--- src/rtl/mult_share_arbiter.sv ---
// mult_share_arbiter
//   Several requesters share one signed DATA_W x DATA_W multiplier. A
//   round-robin arbiter grants at most one eligible channel per cycle. The
//   accepted operands enter a single register stage. The next edge writes the
//   full-precision product into that channel's result slice and pulses its
//   Rsp_Valid bit. Latency from acceptance to result is two edges, and the
//   throughput is one request per cycle.
//
// Ports
//   Ex_Clock    in   system clock, rising edge
//   Ex_Rst_n    in   asynchronous active-low reset
//   Ch_Enable   in   [NUM_CH]  per-channel arbitration enable mask
//   Req_Valid   in   [NUM_CH]  per-channel request valid
//   Req_Ready   out  [NUM_CH]  one-hot (or zero) combinational grant
//   Req_A/B     in   [NUM_CH*DATA_W]  packed signed operands, channel i at [DATA_W*i +: DATA_W]
//   Rsp_Valid   out  [NUM_CH]  one-cycle result strobe per channel
//   Rsp_Data    out  [NUM_CH*2*DATA_W]  packed products, held until that channel's next result
//   Busy        out  stage-1 valid or any result strobe
//   Grant_Count out  [16]  accepted-request counter, wraps modulo 2^16
module mult_share_arbiter #(
   parameter int NUM_CH = 4,
   parameter int DATA_W = 8
) (
   input  logic                       Ex_Clock,
   input  logic                       Ex_Rst_n,
   input  logic [NUM_CH-1:0]          Ch_Enable,
   input  logic [NUM_CH-1:0]          Req_Valid,
   output logic [NUM_CH-1:0]          Req_Ready,
   input  logic [NUM_CH*DATA_W-1:0]   Req_A,
   input  logic [NUM_CH*DATA_W-1:0]   Req_B,
   output logic [NUM_CH-1:0]          Rsp_Valid,
   output logic [NUM_CH*2*DATA_W-1:0] Rsp_Data,
   output logic                       Busy,
   output logic [15:0]                Grant_Count
);

   localparam int CH_W = (NUM_CH > 1) ? $clog2(NUM_CH) : 1;
   localparam int P_W  = 2 * DATA_W;

   logic [NUM_CH-1:0] eligible;
   logic [NUM_CH-1:0] grant;
   logic [CH_W-1:0]   grant_idx;
   logic              grant_found;
   logic              accept;
   logic [DATA_W-1:0] sel_a;
   logic [DATA_W-1:0] sel_b;
   logic [P_W-1:0]    product;

   logic [CH_W-1:0]   last_grant_q, last_grant_d;
   logic              s1_valid_q, s1_valid_d;
   logic [DATA_W-1:0] s1_a_q, s1_a_d;
   logic [DATA_W-1:0] s1_b_q, s1_b_d;
   logic [CH_W-1:0]   s1_ch_q, s1_ch_d;
   logic [NUM_CH-1:0] rsp_valid_q, rsp_valid_d;
   logic [15:0]       grant_count_q, grant_count_d;

   assign eligible = Req_Valid & Ch_Enable;

   // Round-robin search starting just after the last accepted channel. The
   // first eligible channel in that rotation wins.
   always_comb begin
      grant       = '0;
      grant_idx   = '0;
      grant_found = 1'b0;
      for (int k = 0; k < NUM_CH; k++) begin
         logic [CH_W-1:0] cand;
         cand = CH_W'((int'(last_grant_q) + 1 + k) % NUM_CH);
         if (!grant_found && eligible[cand]) begin
            grant[cand] = 1'b1;
            grant_idx   = cand;
            grant_found = 1'b1;
         end
      end
   end

   // The grant is masked while reset is held, so nothing looks accepted then.
   assign Req_Ready = Ex_Rst_n ? grant : '0;
   assign accept    = |(Req_Valid & Req_Ready);

   assign sel_a = Req_A[grant_idx*DATA_W +: DATA_W];
   assign sel_b = Req_B[grant_idx*DATA_W +: DATA_W];

   // Both operands are sign-extended to the product width. The low P_W bits
   // of that unsigned product equal the exact signed product, because every
   // DATA_W x DATA_W signed result fits in P_W bits.
   assign product = {{DATA_W{s1_a_q[DATA_W-1]}}, s1_a_q} *
                    {{DATA_W{s1_b_q[DATA_W-1]}}, s1_b_q};

   always_comb begin
      last_grant_d  = last_grant_q;
      s1_valid_d    = accept;
      s1_a_d        = s1_a_q;
      s1_b_d        = s1_b_q;
      s1_ch_d       = s1_ch_q;
      grant_count_d = grant_count_q;
      rsp_valid_d   = '0;
      if (accept) begin
         last_grant_d  = grant_idx;
         s1_a_d        = sel_a;
         s1_b_d        = sel_b;
         s1_ch_d       = grant_idx;
         grant_count_d = grant_count_q + 16'd1;
      end
      if (s1_valid_q) begin
         rsp_valid_d[s1_ch_q] = 1'b1;
      end
   end

   always_ff @(posedge Ex_Clock or negedge Ex_Rst_n) begin
      if (!Ex_Rst_n) begin
         last_grant_q  <= CH_W'(NUM_CH - 1);
         s1_valid_q    <= 1'b0;
         s1_a_q        <= '0;
         s1_b_q        <= '0;
         s1_ch_q       <= '0;
         rsp_valid_q   <= '0;
         grant_count_q <= '0;
      end else begin
         last_grant_q  <= last_grant_d;
         s1_valid_q    <= s1_valid_d;
         s1_a_q        <= s1_a_d;
         s1_b_q        <= s1_b_d;
         s1_ch_q       <= s1_ch_d;
         rsp_valid_q   <= rsp_valid_d;
         grant_count_q <= grant_count_d;
      end
   end

   // Each result slice is written only when its own channel completes, so
   // every other slice keeps its value.
   generate
      for (genvar gi = 0; gi < NUM_CH; gi++) begin : g_rsp
         logic [P_W-1:0] data_q, data_d;

         always_comb begin
            data_d = data_q;
            if (s1_valid_q && (s1_ch_q == CH_W'(gi))) begin
               data_d = product;
            end
         end

         always_ff @(posedge Ex_Clock or negedge Ex_Rst_n) begin
            if (!Ex_Rst_n) begin
               data_q <= '0;
            end else begin
               data_q <= data_d;
            end
         end

         assign Rsp_Data[gi*P_W +: P_W] = data_q;
      end
   endgenerate

   assign Rsp_Valid   = rsp_valid_q;
   assign Busy        = s1_valid_q | (|rsp_valid_q);
   assign Grant_Count = grant_count_q;

endmodule

--- config.mk ---
export PLATFORM = sky130hd
export DESIGN_NAME = mult_share_arbiter
export DESIGN_NICKNAME = d
export VERILOG_FILES = /design/src/rtl/mult_share_arbiter.sv
export SDC_FILE = /design/constraint.sdc
export NUM_CORES = 1
export LEC_CHECK = 0
export ABC_AREA = 1
export CAP_MARGIN = 10
export CELL_PAD_IN_SITES_DETAIL_PLACEMENT = 0
export CELL_PAD_IN_SITES_GLOBAL_PLACEMENT = 1
export CORE_ASPECT_RATIO = 0.7
export CORE_MARGIN = 4
export CORE_UTILIZATION = 39
export CTS_CLUSTER_DIAMETER = 40
export DETAILED_ROUTE_END_ITERATION = 10
export HOLD_SLACK_MARGIN = 0.08
export PLACE_DENSITY_LB_ADDON = 0.1
export SKIP_LAST_GASP = 1
export SLEW_MARGIN = 20
export SYNTH_ARGS = -nofsm -noshare
export SYNTH_HDL_FRONTEND = slang
export SYNTH_SLANG_ARGS = --single-unit
--- constraint.sdc ---
create_clock -name Ex_Clock -period 6.25 [get_ports Ex_Clock]
set_input_delay 1.5625 -clock Ex_Clock [delete_from_list [all_inputs] [get_ports Ex_Clock]]
set_output_delay 1.5625 -clock Ex_Clock [all_outputs]
set_load 0.02 [all_outputs]
==> metrics, run 1 <==
outcome finished, final reports clean; number of global-route vias before repair about 7100; Worst-Margin Slew approximately 0.83 ns; fmax about 190 MHz; Fin. Hold Viols 0; Initial Util roughly 40%; DIE HEIGHT ~130 um; fin crit share 82.59%; Final Wtd Congestion 0.8498; hold crit path type flop to flop; vias per cell around 4.8; Post-synth top flop dfrtp_1; Die Wd approximately 180 um; Synth async-reset ratio 100.0%; Worst Setup End Kind primary output; Rows 44; busiest layer in global routing met1; GRT Util Overall 19.42%; H-Tree Depth 3; I/O Buffers 162; Syn Inst Count about 1100; setup bufs post-CTS 0; Nets ~1400; RSZ-0062 raised after global routing false; Pins Over Slew Limit 0; min Tclk post-route between 5 and 6 ns; WP data required approximately 4.7 ns; Sum Neg Setup Slack 0 ns; Antenna diodes 0; MaxCap Viol Count 0; Clock Skew around 0.022 ns; area delta synth->final 25.11%; Detail Placement HPWL approximately 17000 um; Crit Path Class primary input to primary output; Yosys top cell by area dfrtp_1; sequential-to-total area share from yosys stat between 30% and 40%; top-area cell type share of the netlist area a little under a third; syn avg cell area 7.710 um^2; WL per Instance 14.91 um; DRC viols 0; Synth Net Count 1243; post-placement setup slack 1.086 ns; met2 Use GR between 20 and 30%; io pins approximately 160; DRT Wirelength approximately 22000 um; Hold Buf Count CTS 0; CTS tree built; Worst Path Max Fanout 5; initial DRC count around 330; Slew headroom between 40% and 50%; most common cell in the netlist nand2_1; first-pass GRT wire length about 37000 um; core area approximately 0.021 mm^2; maximum clock insertion buffer count 2; clock sink total between 100 and 150; Arrival @ worst endpoint approximately 3.6 ns; Synth cell types 39; initial antenna violation count 0; Pre-antenna DRT Iters 5; aggregate global routing overflow 0; PostCTS Resize Cnt 0; Skew-Pair Late Insertion Delay around 0.36 ns; Yosys warning count 0; CP Launch Type primary input; met3 usage under 10%; clk slew on worst S/H paths approximately 0.090 ns; number of enable flip-flop cells after synthesis 0; Post-synth top cells nand2_1, inv_1, dfrtp_1, nand3_1, o21ai_0; largest net degree at the start of global routing between 50 and 60; Synth area leaders dfrtp_1, nand2_1, fa_1; final-layout fill cell count 2092; M1 GR Usage a little under a third; root buf cell clkbuf_16; Post-Syn Area between 0.008 and 0.009 mm^2; final worst slack 1.088 ns; vias post-DR approximately 7100; layout cells sized above 1 roughly 5.0%; die area around 0.024 mm^2; TritonCTS buffer count 9; antenna-violating nets left 0; Yosys reg bits 105; Setup-failing EPs final 0
[critical path, stage by stage]
cell and delay (ns):
clkdlybuf4s50_1 0.54, nand3_1 0.14, nand3_1 0.12, nand2_1 0.07, inv_1 0.15, nand3_4 0.15, inv_2 0.07, nand2_1 0.05
a21oi_1 0.12, clkdlybuf4s50_1 0.62
[routing by layer]
metal,up-vias,share of wire [%]
met4,0,0.70
met2,132,42
met1,3393,53
met5,-,0
li1,3557,-
met3,15,4.0
[path summary, 6_finish.rpt]
path | endpoint | slack [ns] | cells after the start | from
max | Req_Ready[1] | 1.09 | 10 | Req_Valid[1]
min | g_rsp[0].data_q[14] | 0.49 | 2 | g_rsp[0].data_q[14]
max reg2reg | g_rsp[0].data_q[12] | 1.39 | 16 | s1_a_q[0]
min reg2reg | g_rsp[0].data_q[14] | 0.49 | 2 | g_rsp[0].data_q[14]
max in group asynchronous | g_rsp[2].data_q[8] | 4.15 | 2 | Ex_Rst_n
min in group asynchronous | g_rsp[0].data_q[6] | 1.10 | 1 | Ex_Rst_n
[area by class of cell]
cell class                      instances  area, um^2  share of cell area, %
Clock buffer                            9       225.2                  2.170
Clock inverter                          7       93.84                 0.9042
Inverter                              197       747.0                  7.197
Multi-Input combinational cell        730        4696                  45.24
Sequential cell                       105        2630                  25.34
Tap cell                              276       345.3                  3.327
Timing Repair Buffer                  165        1642                  15.82
[cells in the final DEF (no fill, tap or decap), types with 2 or more instances in the layout]
| cell type | count |
|---|---|
| a21oi_1 | 12 |
| a31oi_1 | 2 |
| buf_4 | 4 |
| clkbuf_16 | 9 |
| clkdlybuf4s50_1 | 161 |
| clkinv_1 | 4 |
| clkinv_8 | 3 |
| dfrtp_1 | 103 |
| dfstp_2 | 2 |
| fa_1 | 55 |
| ha_1 | 38 |
| inv_1 | 190 |
| inv_2 | 2 |
| inv_8 | 2 |
| nand2_1 | 314 |
| nand2_2 | 15 |
| nand2_4 | 5 |
| nand3_1 | 79 |
| nand3_2 | 5 |
| nand3_4 | 2 |
| nand3b_1 | 32 |
| nand4_1 | 5 |
| nor2_1 | 29 |
| nor2_8 | 2 |
| nor3_1 | 10 |
| o21ai_0 | 73 |
| o21ai_1 | 12 |
| or2_2 | 4 |
| xnor2_1 | 14 |
| xor2_1 | 15 |
[cell families after synthesis]
family | after synthesis | synth area share (%)
DFF | 105 | 31.70
buffers and inverters | 241 | 11.69
AOI/OAI and AO/OA | 103 | 6.471
and+or+nand+nor | 505 | 28.07
xor gates and xnor gates | 29 | 3.062
adders and majority gates | 93 | 19.00
[metrics by stage]
step	std cells	util (%)	instance area [um^2]	hold slack [ns]
after floorplan	1076	-	8295	0.4816
after global placement	1473	48.34	10060	0.4663
after detailed placement	1473	48.34	10060	0.4648
after CTS	1489	49.87	10380	0.4891
after global routing	1489	49.87	10380	0.5208
final	1489	49.87	10380	0.4867
[state kept, by name (all words and copies together) (netlist names)]
name          flops
g_rsp.data_q     64
Rsp_Valid         4
s1_valid_q        1
last_grant_q      2
Grant_Count      16
s1_ch_q           2
s1_b_q            8
s1_a_q            8
Power of run 1 is left out: the tool's default activity adds up to more than one toggle a clock period on the data nets, which glitch-free logic cannot reach.
==> run 2, diff against run 1 <==
==> constraint.sdc (replaced) <==
create_clock -name Ex_Clock -period 5.3 [get_ports Ex_Clock]
set_input_delay 1.325 -clock Ex_Clock [delete_from_list [all_inputs] [get_ports Ex_Clock]]
set_output_delay 1.325 -clock Ex_Clock [all_outputs]
set_load 0.02 [all_outputs]
==> run 2 against run 1 <==
  * Non-clock buffer count grew 2
  * Die area did not move
  * Critical path type is now flop to flop
  * Via count down 0.11%
==> metrics, run 2 (synthesis gave the netlist of run 1 again) <==
H-Tree Depth 3 (unchanged); die area 0.02370 mm^2 (unchanged); Clock Skew 0.007618 ns (-0.01463 ns); io pins 163 (unchanged); Largest Register g_rsp.data_q; Fin. Hold Viols 0 (unchanged); DIE HEIGHT 130.0 um (unchanged); commonest non-fill, non-tap cells in the layout nand2_1, inv_1, clkdlybuf4s50_1; FF-to-FF End g_rsp[0].data_q[12]; Setup-failing EPs final 0 (unchanged); setup bufs post-CTS 0 (unchanged); start point of the critical path s1_b_q[7]; reg2reg path depth 17 (+1); reg-to-reg setup timing slack 0.46 ns (-0.93 ns); Sum Neg Setup Slack 0 ns (unchanged); Detail Placement HPWL 16850 um (-0.14%); Final Wtd Congestion 0.8443 (-0.65%); min Tclk post-route 4.838 ns; number of global-route vias before repair 7139 (+0.38%); final-layout fill cell count 2048 (-2.1%); CTS tree built; layout cells sized above 1 5.103% (+0.074 points); DRT Wirelength 22100 um (-0.45%); area delta synth->final 25.37%; CP Launch Type flop; Worst Setup End Kind flop; core area 0.02081 mm^2 (unchanged); Worst-Margin Slew 0.9013 ns (+0.07483 ns); root buf cell clkbuf_16; Pre-antenna DRT Iters 5 (unchanged); aggregate global routing overflow 0 (unchanged); WL per Instance 14.82 um (-0.58%); Antenna diodes 0 (unchanged); initial DRC count 470 (+41%); DRC viols 0 (unchanged); clk slew on worst S/H paths 0.08 ns (about the same); Skew-Pair Late Insertion Delay 0.35 ns (about the same); clock sink total 105 (unchanged); Final Util 49.98% (+0.10 points); Slew headroom 39.45% (-5.1 points); Rows 44 (unchanged); vias post-DR 7089 (-0.11%); fmax 206.7 MHz; Initial Util 39.86% (unchanged); TritonCTS buffer count 9 (unchanged); I/O Buffers 162 (unchanged); Worst Path Max Fanout 8 (+3); outcome finished, final reports clean; fin crit share about nine tenths; Crit Path Class flop to flop; most common cell after layout, fill and taps aside nand2_1; largest net degree at the start of global routing 44 (-14%); WP data required 5.52 ns (+0.83 ns); maximum clock insertion buffer count 2 (unchanged); hold crit path type flop to flop; vias per cell 4.755 (-0.25%); max reg flops 64 (unchanged); GRT Util Overall 19.62% (+0.20 points); antenna-violating nets left 0 (unchanged); PostCTS Resize Cnt 0 (unchanged); MaxCap Viol Count 0 (unchanged); Hold Buf Count CTS 0 (unchanged); RSZ-0062 raised after global routing false; Critical Path End g_rsp[0].data_q[12]; first-pass GRT wire length 37540 um (+0.78%); Arrival @ worst endpoint 5.06 ns (+1.46 ns); initial antenna violation count 0 (unchanged); Nets 1377 (+0.15%); Die Wd 182.3 um (unchanged); Reg-to-Reg Start s1_b_q[7]; Pins Over Slew Limit 0 (unchanged)
run 2: area by class of cell:
type / instances / area, um^2 / share of cell area, %
inverters: 197 / 747.0 / 7.182
clock inverters: 6 / 96.34 / 0.9264
flip-flops and latches: 105 / 2630 / 25.29
well taps: 276 / 345.3 / 3.320
clock buffers: 10 / 229.0 / 2.202
repair buffers: 167 / 1657 / 15.93
multi-input cells: 730 / 4696 / 45.15
run 2: stage by stage:
step | area, um^2 | hold WS (ns) | setup WS, ns | std cells
detailed placement | 10070 | 0.4630 | 0.4936 | 1475
finish | 10400 | 0.4809 | 0.4623 | 1491
global route | 10400 | 0.5051 | 0.1315 | 1491
CTS | 10400 | 0.4865 | 0.4913 | 1491
floorplan | 8295 | 0.4816 | 0.8713 | 1076
global placement | 10070 | 0.4716 | 0.5822 | 1475
run 2: critical path: stages (launching register included):
cell and delay, ns:
dfrtp_1 0.40, inv_1 0.15, or2_2 0.32, fa_1 0.50, fa_1 0.54, inv_1 0.05, fa_1 0.54, inv_1 0.06
fa_1 0.53, inv_1 0.04, ha_1 0.35, a21oi_1 0.24, o21ai_0 0.17, a21oi_1 0.22, nor2_1 0.07, nor2_1 0.11
xor2_1 0.28, o21ai_0 0.12
run 2: worst min-delay path by stage:
stage	startpoint	endpoint	slack [ns]	cells past startpoint
2_1_floorplan	last_grant_q[1]	last_grant_q[1]	0.48	2
3_3_place_gp	g_rsp[3].data_q[6]	g_rsp[3].data_q[6]	0.47	2
3_5_place_dp	g_rsp[3].data_q[6]	g_rsp[3].data_q[6]	0.46	2
4_1_cts	g_rsp[3].data_q[6]	g_rsp[3].data_q[6]	0.49	2
5_1_grt	g_rsp[2].data_q[7]	g_rsp[2].data_q[7]	0.51	2
6_report	g_rsp[3].data_q[6]	g_rsp[3].data_q[6]	0.48	2
run 2: routing by layer:
metal | track usage, % | wire (um) | vias up
met3 | 3.650 | 872 | 13
met4 | 3.000 | 160 | 0
met2 | 28.69 | 9282 | 129
met1 | 30.80 | 11780 | 3388
li1 | - | - | 3559
met5 | 0 | 0 | -
Power of run 2 is left out for the same reason.
